### src/rtl/word_finder_pkg.sv
// Shared types, constants and the case-fold helper for the dictionary word finder.
package FS1;

  typedef enum logic [3:0] {
    IDLE,
    SKIP,
    SCAN,
    LNK_LO,
    LNK_HI,
    LEN,
    CMP,
    OPC,
    DONE
  } finder_state_e;

  localparam logic [15:0] LFA_NULL = 16'hFFFF;
  localparam int unsigned TOK_MAX  = 31;
  localparam logic [7:0]  CH_SPACE = 8'h20;
  localparam logic [7:0]  CH_NUL   = 8'h00;

  function automatic logic [7:0] fold_lc(input logic [7:0] c);
    fold_lc = ((c >= 8'h41) && (c <= 8'h5A)) ? (c | 8'h20) : c;
  endfunction

endpackage

### src/rtl/word_finder_if.sv
// Byte-wide synchronous memory bus: address/write-enable out, read data back one cycle later.
interface mb8_io #(
  parameter int unsigned ASZ = 17,
  parameter int unsigned DSZ = 8
);
  logic [ASZ-1:0] ai;
  logic           we;
  logic [DSZ-1:0] vo;

  modport master (output ai, output we, input vo);
  modport slave  (input ai, input we, output vo);
endinterface

### src/rtl/word_finder.sv
// Parses the next blank-delimited token from the TIB and walks the linked dictionary for it.
// Define FINDER_NOCASE_EN to fold 'A'-'Z' to lower case when comparing names.
module word_finder
  import FS1::*;
#(
  parameter int unsigned TIB = 'h0,
  parameter int unsigned DSZ = 8,
  parameter int unsigned ASZ = 17
) (
  input  logic           clk,
  input  logic           rst,
  mb8_io.master          b8_if,
  input  logic           start,
  input  logic [ASZ-1:0] tib_in,
  input  logic [ASZ-1:0] ctx,
  output logic           busy,
  output logic           done,
  output logic           found,
  output logic           eot,
  output logic [ASZ-1:0] pfa,
  output logic [7:0]     op,
  output logic [4:0]     tok_len,
  output logic [ASZ-1:0] tib_nxt
);

  localparam logic [ASZ-1:0] TIB_A  = ASZ'(TIB);
  localparam logic [ASZ-1:0] NULL_A = ASZ'(LFA_NULL);

  finder_state_e  state_q, state_d;
  logic [ASZ-1:0] tp_q, tp_d;
  logic           vld_q, vld_d;
  logic [ASZ-1:0] lfa_q, lfa_d;
  logic [ASZ-1:0] ctx_q, ctx_d;
  logic [DSZ-1:0] lo_q, lo_d;
  logic [DSZ-1:0] hi_q, hi_d;
  logic [4:0]     idx_q, idx_d;
  logic           ovf_q, ovf_d;
  logic           busy_q, busy_d;
  logic           done_q, done_d;
  logic           found_q, found_d;
  logic           eot_q, eot_d;
  logic [ASZ-1:0] pfa_q, pfa_d;
  logic [7:0]     op_q, op_d;
  logic [4:0]     tok_len_q, tok_len_d;
  logic [ASZ-1:0] tib_nxt_q, tib_nxt_d;

  logic [DSZ-1:0] tbuf_q [0:TOK_MAX];
  logic           buf_we;
  logic [4:0]     buf_idx;

  logic [ASZ-1:0] ai_c;
  logic [ASZ-1:0] link_c;
  logic [ASZ-1:0] name_base;
  logic           link_null;
  logic           follow;
  logic [7:0]     name_c;
  logic [7:0]     tok_c;

  assign link_c    = ASZ'({hi_q, lo_q});
  assign link_null = ({hi_q, lo_q} == LFA_NULL);
  assign name_base = lfa_q + ASZ'(3);

`ifdef FINDER_NOCASE_EN
  assign name_c = fold_lc(b8_if.vo);
  assign tok_c  = fold_lc(tbuf_q[idx_q]);
`else
  assign name_c = b8_if.vo;
  assign tok_c  = tbuf_q[idx_q];
`endif

  // ai is decided from the byte arriving this cycle so the next byte lands one cycle later;
  // that keeps a length mismatch at 3 cycles per entry with a single-port memory.
  always_comb begin
    state_d   = state_q;
    tp_d      = tp_q;
    vld_d     = vld_q;
    lfa_d     = lfa_q;
    ctx_d     = ctx_q;
    lo_d      = lo_q;
    hi_d      = hi_q;
    idx_d     = idx_q;
    ovf_d     = ovf_q;
    found_d   = found_q;
    eot_d     = eot_q;
    pfa_d     = pfa_q;
    op_d      = op_q;
    tok_len_d = tok_len_q;
    tib_nxt_d = tib_nxt_q;
    ai_c      = tp_q;
    buf_we    = 1'b0;
    buf_idx   = tok_len_q;
    follow    = 1'b0;

    case (state_q)
      IDLE: begin
        if (start) begin
          state_d   = SKIP;
          tp_d      = tib_in;
          ctx_d     = ctx;
          vld_d     = 1'b0;
          ovf_d     = 1'b0;
          found_d   = 1'b0;
          eot_d     = 1'b0;
          pfa_d     = '0;
          op_d      = '0;
          tok_len_d = '0;
        end
      end

      SKIP: begin
        if (!vld_q) begin
          vld_d = 1'b1;
        end else if (b8_if.vo == CH_SPACE) begin
          tp_d = tp_q + ASZ'(1);
          ai_c = tp_q + ASZ'(1);
        end else if (b8_if.vo == CH_NUL) begin
          eot_d     = 1'b1;
          tib_nxt_d = tp_q;
          state_d   = DONE;
        end else begin
          buf_we    = 1'b1;
          buf_idx   = '0;
          tok_len_d = 5'd1;
          tp_d      = tp_q + ASZ'(1);
          ai_c      = tp_q + ASZ'(1);
          state_d   = SCAN;
        end
      end

      SCAN: begin
        if ((b8_if.vo == CH_SPACE) || (b8_if.vo == CH_NUL)) begin
          tib_nxt_d = tp_q;
          if (ovf_q || (ctx_q == NULL_A)) begin
            state_d = DONE;
          end else begin
            lfa_d   = ctx_q;
            ai_c    = ctx_q;
            state_d = LNK_LO;
          end
        end else begin
          if (tok_len_q == 5'(TOK_MAX)) begin
            ovf_d = 1'b1;
          end else begin
            buf_we    = 1'b1;
            tok_len_d = tok_len_q + 5'd1;
          end
          tp_d = tp_q + ASZ'(1);
          ai_c = tp_q + ASZ'(1);
        end
      end

      LNK_LO: begin
        lo_d    = b8_if.vo;
        ai_c    = lfa_q + ASZ'(1);
        state_d = LNK_HI;
      end

      LNK_HI: begin
        hi_d    = b8_if.vo;
        ai_c    = lfa_q + ASZ'(2);
        state_d = LEN;
      end

      LEN: begin
        if (b8_if.vo == DSZ'(tok_len_q)) begin
          idx_d   = '0;
          ai_c    = name_base;
          state_d = CMP;
        end else begin
          follow = 1'b1;
        end
      end

      CMP: begin
        if (name_c != tok_c) begin
          follow = 1'b1;
        end else if (idx_q == (tok_len_q - 5'd1)) begin
          ai_c    = name_base + ASZ'(tok_len_q);
          state_d = OPC;
        end else begin
          idx_d = idx_q + 5'd1;
          ai_c  = name_base + ASZ'(idx_q) + ASZ'(1);
        end
      end

      OPC: begin
        pfa_d   = name_base + ASZ'(tok_len_q);
        op_d    = b8_if.vo;
        found_d = 1'b1;
        state_d = DONE;
      end

      DONE: state_d = IDLE;

      default: state_d = IDLE;
    endcase

    if (follow) begin
      if (link_null) begin
        state_d = DONE;
      end else begin
        lfa_d   = link_c;
        ai_c    = link_c;
        state_d = LNK_LO;
      end
    end

    busy_d = (state_d != IDLE);
    done_d = (state_d == DONE);
  end

  always_ff @(posedge clk) begin
    if (!rst) begin
      state_q   <= IDLE;
      tp_q      <= TIB_A;
      vld_q     <= 1'b0;
      lfa_q     <= '0;
      ctx_q     <= '0;
      lo_q      <= '0;
      hi_q      <= '0;
      idx_q     <= '0;
      ovf_q     <= 1'b0;
      busy_q    <= 1'b0;
      done_q    <= 1'b0;
      found_q   <= 1'b0;
      eot_q     <= 1'b0;
      pfa_q     <= '0;
      op_q      <= '0;
      tok_len_q <= '0;
      tib_nxt_q <= TIB_A;
    end else begin
      state_q   <= state_d;
      tp_q      <= tp_d;
      vld_q     <= vld_d;
      lfa_q     <= lfa_d;
      ctx_q     <= ctx_d;
      lo_q      <= lo_d;
      hi_q      <= hi_d;
      idx_q     <= idx_d;
      ovf_q     <= ovf_d;
      busy_q    <= busy_d;
      done_q    <= done_d;
      found_q   <= found_d;
      eot_q     <= eot_d;
      pfa_q     <= pfa_d;
      op_q      <= op_d;
      tok_len_q <= tok_len_d;
      tib_nxt_q <= tib_nxt_d;
    end
  end

  always_ff @(posedge clk) begin
    if (buf_we) begin
      tbuf_q[buf_idx] <= b8_if.vo;
    end
  end

  assign b8_if.ai = ai_c;
  assign b8_if.we = 1'b0;

  assign busy    = busy_q;
  assign done    = done_q;
  assign found   = found_q;
  assign eot     = eot_q;
  assign pfa     = pfa_q;
  assign op      = op_q;
  assign tok_len = tok_len_q;
  assign tib_nxt = tib_nxt_q;

endmodule

### src/flat_wrapper.sv
// flat-port wrapper written by rule: the top's interface ports become plain ports
module word_finder_flat import FS1::*;
#(
  parameter int unsigned TIB = 'h0,
  parameter int unsigned DSZ = 8,
  parameter int unsigned ASZ = 17
)
  (clk, rst, start, tib_in, ctx, busy, done, found, eot, pfa, op, tok_len, tib_nxt, b8_if_ai, b8_if_we, b8_if_vo);
  mb8_io #(.ASZ(ASZ), .DSZ(DSZ)) b8_if_i ();
  input  logic clk;
  input  logic rst;
  input  logic start;
  input  logic [ASZ-1:0] tib_in;
  input  logic [ASZ-1:0] ctx;
  output logic busy;
  output logic done;
  output logic found;
  output logic eot;
  output logic [ASZ-1:0] pfa;
  output logic [7:0] op;
  output logic [4:0] tok_len;
  output logic [ASZ-1:0] tib_nxt;
  output wire logic [$bits(b8_if_i.ai)-1:0] b8_if_ai;
  output wire logic [$bits(b8_if_i.we)-1:0] b8_if_we;
  input wire logic [$bits(b8_if_i.vo)-1:0] b8_if_vo;
  assign b8_if_ai = b8_if_i.ai;
  assign b8_if_we = b8_if_i.we;
  assign b8_if_i.vo = b8_if_vo;
  word_finder #(.TIB(TIB), .DSZ(DSZ), .ASZ(ASZ)) u_core (.clk(clk), .rst(rst), .b8_if(b8_if_i), .start(start), .tib_in(tib_in), .ctx(ctx), .busy(busy), .done(done), .found(found), .eot(eot), .pfa(pfa), .op(op), .tok_len(tok_len), .tib_nxt(tib_nxt));
endmodule
### config.mk
export PLATFORM = sky130hd
export DESIGN_NAME = word_finder_flat
export DESIGN_NICKNAME = d
export VERILOG_FILES = /design/src/rtl/word_finder_pkg.sv /design/src/rtl/word_finder_if.sv /design/src/rtl/word_finder.sv /design/src/flat_wrapper.sv
export SDC_FILE = /design/constraint.sdc
export NUM_CORES = 1
export LEC_CHECK = 0
export CAP_MARGIN = 15
export CELL_PAD_IN_SITES_DETAIL_PLACEMENT = 0
export CELL_PAD_IN_SITES_GLOBAL_PLACEMENT = 1
export CORE_MARGIN = 2
export CORE_UTILIZATION = 43
export CTS_CLUSTER_DIAMETER = 40
export DETAILED_ROUTE_END_ITERATION = 7
export GPL_ROUTABILITY_DRIVEN = 1
export PLACE_DENSITY = 0.75
export SLEW_MARGIN = 30
export SYNTH_ARGS = -nofsm -noshare
export SYNTH_HDL_FRONTEND = slang
export SYNTH_SLANG_ARGS = --single-unit
### constraint.sdc
create_clock -name clk -period 4.3 [get_ports clk]
set_input_delay 1.075 -clock clk [delete_from_list [all_inputs] [get_ports clk]]
set_output_delay 1.075 -clock clk [all_outputs]
set_load 0.03 [all_outputs]
==> impl_metrics.env, run 1 <==
export IMPL_fp_dieH_um=216
export IMPL_drv_slew=0
export IMPL_ys_flop_type="edfxtp_1"
export IMPL_setup_ws_ns=-1.10
export IMPL_drt_initial_drc_count=1523
export IMPL_synth_area_top_cells="edfxtp_1 40%, dfxtp_1 14%, nand2_1 5.1%"
export IMPL_cp_slowest_cell="or4_1"
export IMPL_path_class="input port to output pin"
export IMPL_dieWidth_um=216
export IMPL_hold_class="flop to flop"
export IMPL_post_route_min_period_ns=5.40
export IMPL_viasPerCell=5.91
export IMPL_cts_hold_buffers=0
export IMPL_maxCapViolations=0
export IMPL_status="finished with violations"
export IMPL_wl_um=70900
export IMPL_clk_pin_slew_ns=0.05
export IMPL_synth_cell_types=75
export IMPL_syn_area_um2=19300
export IMPL_hpwl_um=52200
export IMPL_clockBufferDepth=3
export IMPL_crit_path_start_kind="input port"
export IMPL_num_io_pins=114
export IMPL_n_fill_cell=3710
export IMPL_worstPathRequired_ns=3.22
export IMPL_finalHoldViolations=0
export IMPL_htree_levels=2
export IMPL_yosys_area_top_type="edfxtp_1"
export IMPL_total_power_mw=9.64
export IMPL_synth_edf_count=256
export IMPL_ys_seq_area_share_pct=53.7
export IMPL_io_buffer_count=112
export IMPL_crit_fanout=7
export IMPL_critPathMaxStageDelay_ns=0.56
export IMPL_grt_max_degree=50
export IMPL_first_global_vias=16600
export IMPL_clk_latency_ns=0.64
export IMPL_ys_top_cells_by_count="260 x nand2_1, 256 x edfxtp_1, 169 x a21oi_1, 150 x nor2_1, 134 x dfxtp_1"
export IMPL_ys_ff_latch=390
export IMPL_grt_use_total_pct=30.2
export IMPL_crit_chain="clkdlybuf4s50_1, buf_4, or4_1, or3_4, o21ai_4, nand2_1, a21oi_1, a311oi_1, or4_1, a221oi_4, o21ai_4, buf_12"
export IMPL_ys_warn_count=0
export IMPL_synth_nets=1917
export IMPL_setup_viol=17
export IMPL_synth_most_common_cell="nand2_1"
export IMPL_max_freq_mhz=185
export IMPL_p_leak_nw=9.15
export IMPL_worstPathArrival_ns=4.33
export IMPL_routedWlPerCell_um=24.4
export IMPL_grt_pass1_wl_um=106000
export IMPL_violations="negative setup slack"
export IMPL_vias=17100
export IMPL_route_detailed_drc=0
export IMPL_slew_headroom_pct=34.5
export IMPL_final_cells=2899
export IMPL_drive_above_1_share_pct=27.5
export IMPL_core_um2=44200
export IMPL_finish_net_count=2326
export IMPL_tns_ns=-17.77
export IMPL_synth_top_area_share_pct=39.8
export IMPL_ant_nets=0
export IMPL_cts_buffers=55
export IMPL_cts_root_buf="clkbuf_16"
export IMPL_cts_sinks=390
export IMPL_grt_antenna_before_repair=1
export IMPL_grt_overflow_total=0
export IMPL_powerDensity_nw_per_um2=368
export IMPL_antenna_cells=0
export IMPL_initial_utilization_pct=43.6
export IMPL_areaGrowthSynthToFinish_pct=35.8
export IMPL_drtPass1Iterations=5
export IMPL_rsz0062_at_grt="yes"
export IMPL_die_area_um2=46600
export IMPL_irDropWorstVdd_v=0.000413
export IMPL_worst_clock_skew_ns=0.0373
export IMPL_post_route_period_util_pct=126
export IMPL_synthArstFlopShare_pct=0
export IMPL_critPathCaptureType="output pin"
export IMPL_postSynthAreaPerCell_um2=10.4
export IMPL_tritoncts="yes"
export IMPL_synth_cells=1851
export IMPL_tightestPinTransition_ns=0.979
export IMPL_gp_congestion=0.984
export IMPL_dp_cells=2770
export IMPL_rows=77
==> critical path: cells and delay by family <==
kind	cells	cell delay [ns]
buf+inv	3	0.75
simple gates	4	1.60
compound gates	5	0.89
==> layout by cell type, fill, tap and decap left out, types with 9 or more instances in the layout <==
| cell | synthesis | final |
|---|---|---|
| a21oi_1 | 169 | 161 |
| a221oi_1 | 16 | 15 |
| a22oi_1 | 41 | 38 |
| a311oi_1 | 20 | 20 |
| a31oi_1 | 19 | 11 |
| and3_1 | 20 | 20 |
| buf_12 | 0 | 22 |
| buf_4 | 7 | 348 |
| buf_6 | 3 | 20 |
| clkbuf_1 | 102 | 9 |
| clkbuf_16 | 0 | 57 |
| clkdlybuf4s50_1 | 0 | 95 |
| clkinv_4 | 0 | 9 |
| dfxtp_1 | 134 | 129 |
| edfxtp_1 | 256 | 256 |
| ha_1 | 19 | 19 |
| inv_1 | 18 | 18 |
| inv_6 | 0 | 10 |
| mux2i_1 | 70 | 70 |
| mux4_2 | 33 | 33 |
| nand2_1 | 260 | 254 |
| nand2b_1 | 15 | 15 |
| nand3_1 | 53 | 52 |
| nand4_1 | 19 | 19 |
| nor2_1 | 150 | 131 |
| nor2_2 | 0 | 15 |
| nor2b_1 | 20 | 18 |
| nor3_1 | 36 | 34 |
| nor4_1 | 16 | 13 |
| o21ai_0 | 79 | 73 |
| o22ai_1 | 18 | 16 |
| or3_1 | 17 | 15 |
| xnor2_1 | 50 | 48 |
| xor2_1 | 27 | 27 |
==> through the flow <==
stage	instance area, um2	utilization, %	hold WS (ns)	setup WS [ns]
2_1_floorplan	19700	-	0.442	-0.219
3_3_place_gp	23800	53.8	0.440	-1.01
3_5_place_dp	23800	53.8	0.445	-1.09
4_1_cts	26000	58.9	0.452	-1.12
5_1_grt	26200	59.3	0.480	-1.18
6_report	26200	59.3	0.450	-1.10
==> logic make-up (layout without fill, tap and decap cells) <==
family,Yosys count,after routing,share of synthesized area (%)
compound gates,453,453,14.7
xor+xnor,77,77,3.49
fa+ha+maj,21,21,1.44
buf+inv,154,610,3.34
flops,390,390,53.7
mux,114,114,8.12
other cells,1,1,0.0194
simple gates,641,641,15.1
==> flip-flops by register name, indices dropped and copies added, names as in the netlist, 17 cells and up, named ones only <==
| register | flops |
|---|---|
| u_core.tbuf_q | 256 |
| u_core.ctx_q | 17 |
| u_core.lfa_q | 17 |
| u_core.pfa | 17 |
| u_core.tib_nxt | 17 |
| u_core.tp_q | 17 |
==> layer usage <==
metal	vias up	wire [um]	GRT usage, %
met3	132	5750	5.51
met2	786	32200	47.6
met1	8467	30900	42.5
met5	-	15	0
met4	2	1980	9.29
li1	7735	-	-
==> where the power goes <==
part	internal [mW]	leakage, nW	total, mW	switching (mW)
sequential	4.03	3.39	4.09	0.0627
combinational	0.446	4.86	1.06	0.611
clock	2.62	0.900	4.49	1.87
==> worst paths after layout <==
| kind | from | end | slack (ns) | cells after the start |
|---|---|---|---|---|
| hold / removal | u_core.tib_nxt[9] | u_core.tib_nxt[9] | 0.45 | 2 |
| hold reg to reg | u_core.tib_nxt[9] | u_core.tib_nxt[9] | 0.45 | 2 |
| setup / recovery | b8_if_vo[0] | b8_if_ai[13] | -1.10 | 12 |
| setup reg to reg | flop | u_core.lfa_q[10] | 0.27 | 16 |
==> cell type report <==
cell class / instances / area (um2) / share of cell area [%]
Timing Repair Buffer: 487 / 4270 / 16.3
Tap cell: 592 / 741 / 2.83
Inverter: 19 / 72.6 / 0.277
Multi-Input combinational cell: 1307 / 8890 / 33.9
Sequential cell: 390 / 10400 / 39.6
Clock buffer: 67 / 1460 / 5.58
Clock inverter: 37 / 394 / 1.50
==> timing repair <==
action                                  4_1_cts  5_1_grt
endpoints found under the setup margin       17       17
gates resized for setup                      53       28
gates cloned                                  2        1
pin swaps                                    13       20
hold endpoints to repair                      0        0
setup buffers                                14       10
Power figures use the tool's default switching activity.
==> inputs of run 2 (changes only) <==
--- a/config.mk
+++ b/config.mk
@@ -16,2 +16,3 @@
 export PLACE_DENSITY = 0.75
+export SKIP_CTS_REPAIR_TIMING = 1
 export SLEW_MARGIN = 30
==> constraint.sdc (replaced) <==
create_clock -name clk -period 4.3 [get_ports clk]
set_input_delay 0.645 -clock clk [delete_from_list [all_inputs] [get_ports clk]]
set_output_delay 0.645 -clock clk [all_outputs]
set_load 0.03 [all_outputs]
==> impl_metrics.env, run 2 (synthesis gave the netlist of run 1 again) <==
export IMPL_crit_path_start_kind="flop"
export IMPL_largest_register_ffs=256
export IMPL_max_freq_mhz=197
export IMPL_cp_num_buf_inv=5
export IMPL_worst_clock_skew_ns=0.0667
export IMPL_whs_path_depth=2
export IMPL_drv_slew=0
export IMPL_final_cells=2825
export IMPL_grt_pass1_wl_um=103000
export IMPL_drtPass1Iterations=5
export IMPL_regMostFlops="u_core.tbuf_q"
export IMPL_cts_root_buf="clkbuf_16"
export IMPL_worstPathArrival_ns=4.43
export IMPL_cp_slowest_cell="mux4_2"
export IMPL_drt_initial_drc_count=1668
export IMPL_status="finished with violations"
export IMPL_route_detailed_drc=0
export IMPL_crit_family="multiplexers"
export IMPL_slew_headroom_pct=32.8
export IMPL_maxCapViolations=0
export IMPL_clockBufferDepth=3
export IMPL_areaGrowthSynthToFinish_pct=32.2
export IMPL_die_area_um2=46600
export IMPL_finish_net_count=2249
export IMPL_most_common_layout_cells="272 x buf_4, 258 x nand2_1, 256 x edfxtp_1"
export IMPL_post_route_min_period_ns=5.07
export IMPL_cts_sinks=390
export IMPL_htree_levels=2
export IMPL_vias=16600
export IMPL_antenna_cells=0
export IMPL_clk_latency_ns=0.66
export IMPL_rows=77
export IMPL_dp_cells=2700
export IMPL_holdPathEnd="u_core.tib_nxt[16]"
export IMPL_powerDensity_nw_per_um2=384
export IMPL_critPathMaxStageDelay_ns=0.53
export IMPL_gp_congestion=0.957
export IMPL_finalHoldViolations=0
export IMPL_grt_max_degree=106
export IMPL_first_global_vias=16300
export IMPL_core_um2=44200
export IMPL_critPathCaptureType="output pin"
export IMPL_n_fill_cell=3733
export IMPL_num_io_pins=114
export IMPL_path_depth=14
export IMPL_crit_fanout=8
export IMPL_worstPathRequired_ns=3.65
export IMPL_grt_overflow_total=0
export IMPL_reg2reg_depth=15
export IMPL_clk_pin_slew_ns=0.06
export IMPL_p_leak_nw=8.77
export IMPL_regToRegSetupSlack_ns=0.17
export IMPL_grt_antenna_before_repair=1
export IMPL_whs_ns=0.454
export IMPL_rsz0062_at_grt="yes"
export IMPL_ant_nets=0
export IMPL_tns_ns=-12.17
export IMPL_violations="negative setup slack"
export IMPL_dieWidth_um=216
export IMPL_crit_chain="mux4_2, mux4_2, or3_4, a22oi_2, nor2_2, or3b_4, nor3_4, buf_12, o31a_4, buf_6, clkbuf_16, buf_4, a31oi_4, buf_12"
export IMPL_tightestPinTransition_ns=1.00
export IMPL_io_buffer_count=112
export IMPL_viasPerCell=5.88
export IMPL_cts_buffers=58
export IMPL_routedWlPerCell_um=24.6
export IMPL_path_class="flop to output pin"
export IMPL_setup_viol=17
export IMPL_hold_start="u_core.tib_nxt[16]"
export IMPL_irDropWorstVdd_v=0.000332
export IMPL_wl_um=69600
export IMPL_setup_ws_ns=-0.772
export IMPL_post_route_period_util_pct=118
export IMPL_drive_above_1_share_pct=23.8
export IMPL_initial_utilization_pct=43.6
export IMPL_fp_dieH_um=216
export IMPL_rr_endpoint="u_core.lfa_q[13]"
export IMPL_layout_commonest_cell="buf_4"
export IMPL_hpwl_um=50600
export IMPL_final_util_pct=57.7
export IMPL_grt_use_total_pct=29.3
export IMPL_hold_class="flop to flop"
export IMPL_tritoncts="yes"
==> run 2: cell count changes in the layout (fill, tap and decap cells not counted), sizes merged <==
cell      delta
buf         -82
bufinv       +1
clkbuf       +2
clkinv       +1
clkinvlp     +1
inv          +3
==> run 2: worst max-delay path by stage <==
stage / start / end / slack (ns)
finish: flop / b8_if_ai[11] / -0.77
floorplan: flop / b8_if_ai[0] / -0.10
global placement: b8_if_vo[6] / b8_if_ai[5] / -0.44
global route: flop / b8_if_ai[11] / -0.88
CTS: flop / b8_if_ai[5] / -1.07
detailed placement: b8_if_vo[6] / b8_if_ai[7] / -0.42
==> run 2: report_power, final <==
part           switching (mW)  total (mW)  internal (mW)
sequential             0.0783        4.11           4.03
combinational           0.567       0.967          0.400
clock                    1.94        4.72           2.78
==> run 2: per-layer routing <==
metal,wire (um),global-route usage (%),vias up
met2,32600,47.7,765
li1,-,-,7566
met5,0,0,-
met3,5480,4.90,140
met1,28600,39.1,8146
met4,2900,11.8,0
==> run 2: worst min-delay path, stage by stage, from the launching register on <==
cell	delay (ns)
dfxtp_1	0.31
nand2_1	0.05
a21oi_1	0.05
==> run 2: final cells by class <==
type,instances,area [um2],share of cell area (%)
clock inverters,43,469,1.84
clock buffers,67,1510,5.90
repair buffers,407,3660,14.4
well taps,592,741,2.90
multi-input cells,1307,8670,34.0
inverters,19,72.6,0.285
flip-flops and latches,390,10400,40.7
==> run 2: stage by stage <==
| step | setup WS [ns] | total power [mW] | area (um2) |
|---|---|---|---|
| final | -0.772 | 9.79 | 25500 |
| after global routing | -0.879 | 10.1 | 25500 |
| after CTS | -1.07 | 9.79 | 25000 |
| after detailed placement | -0.415 | 5.09 | 23000 |
| after global placement | -0.438 | 5.08 | 23000 |
| after floorplan | -0.104 | 4.61 | 19400 |
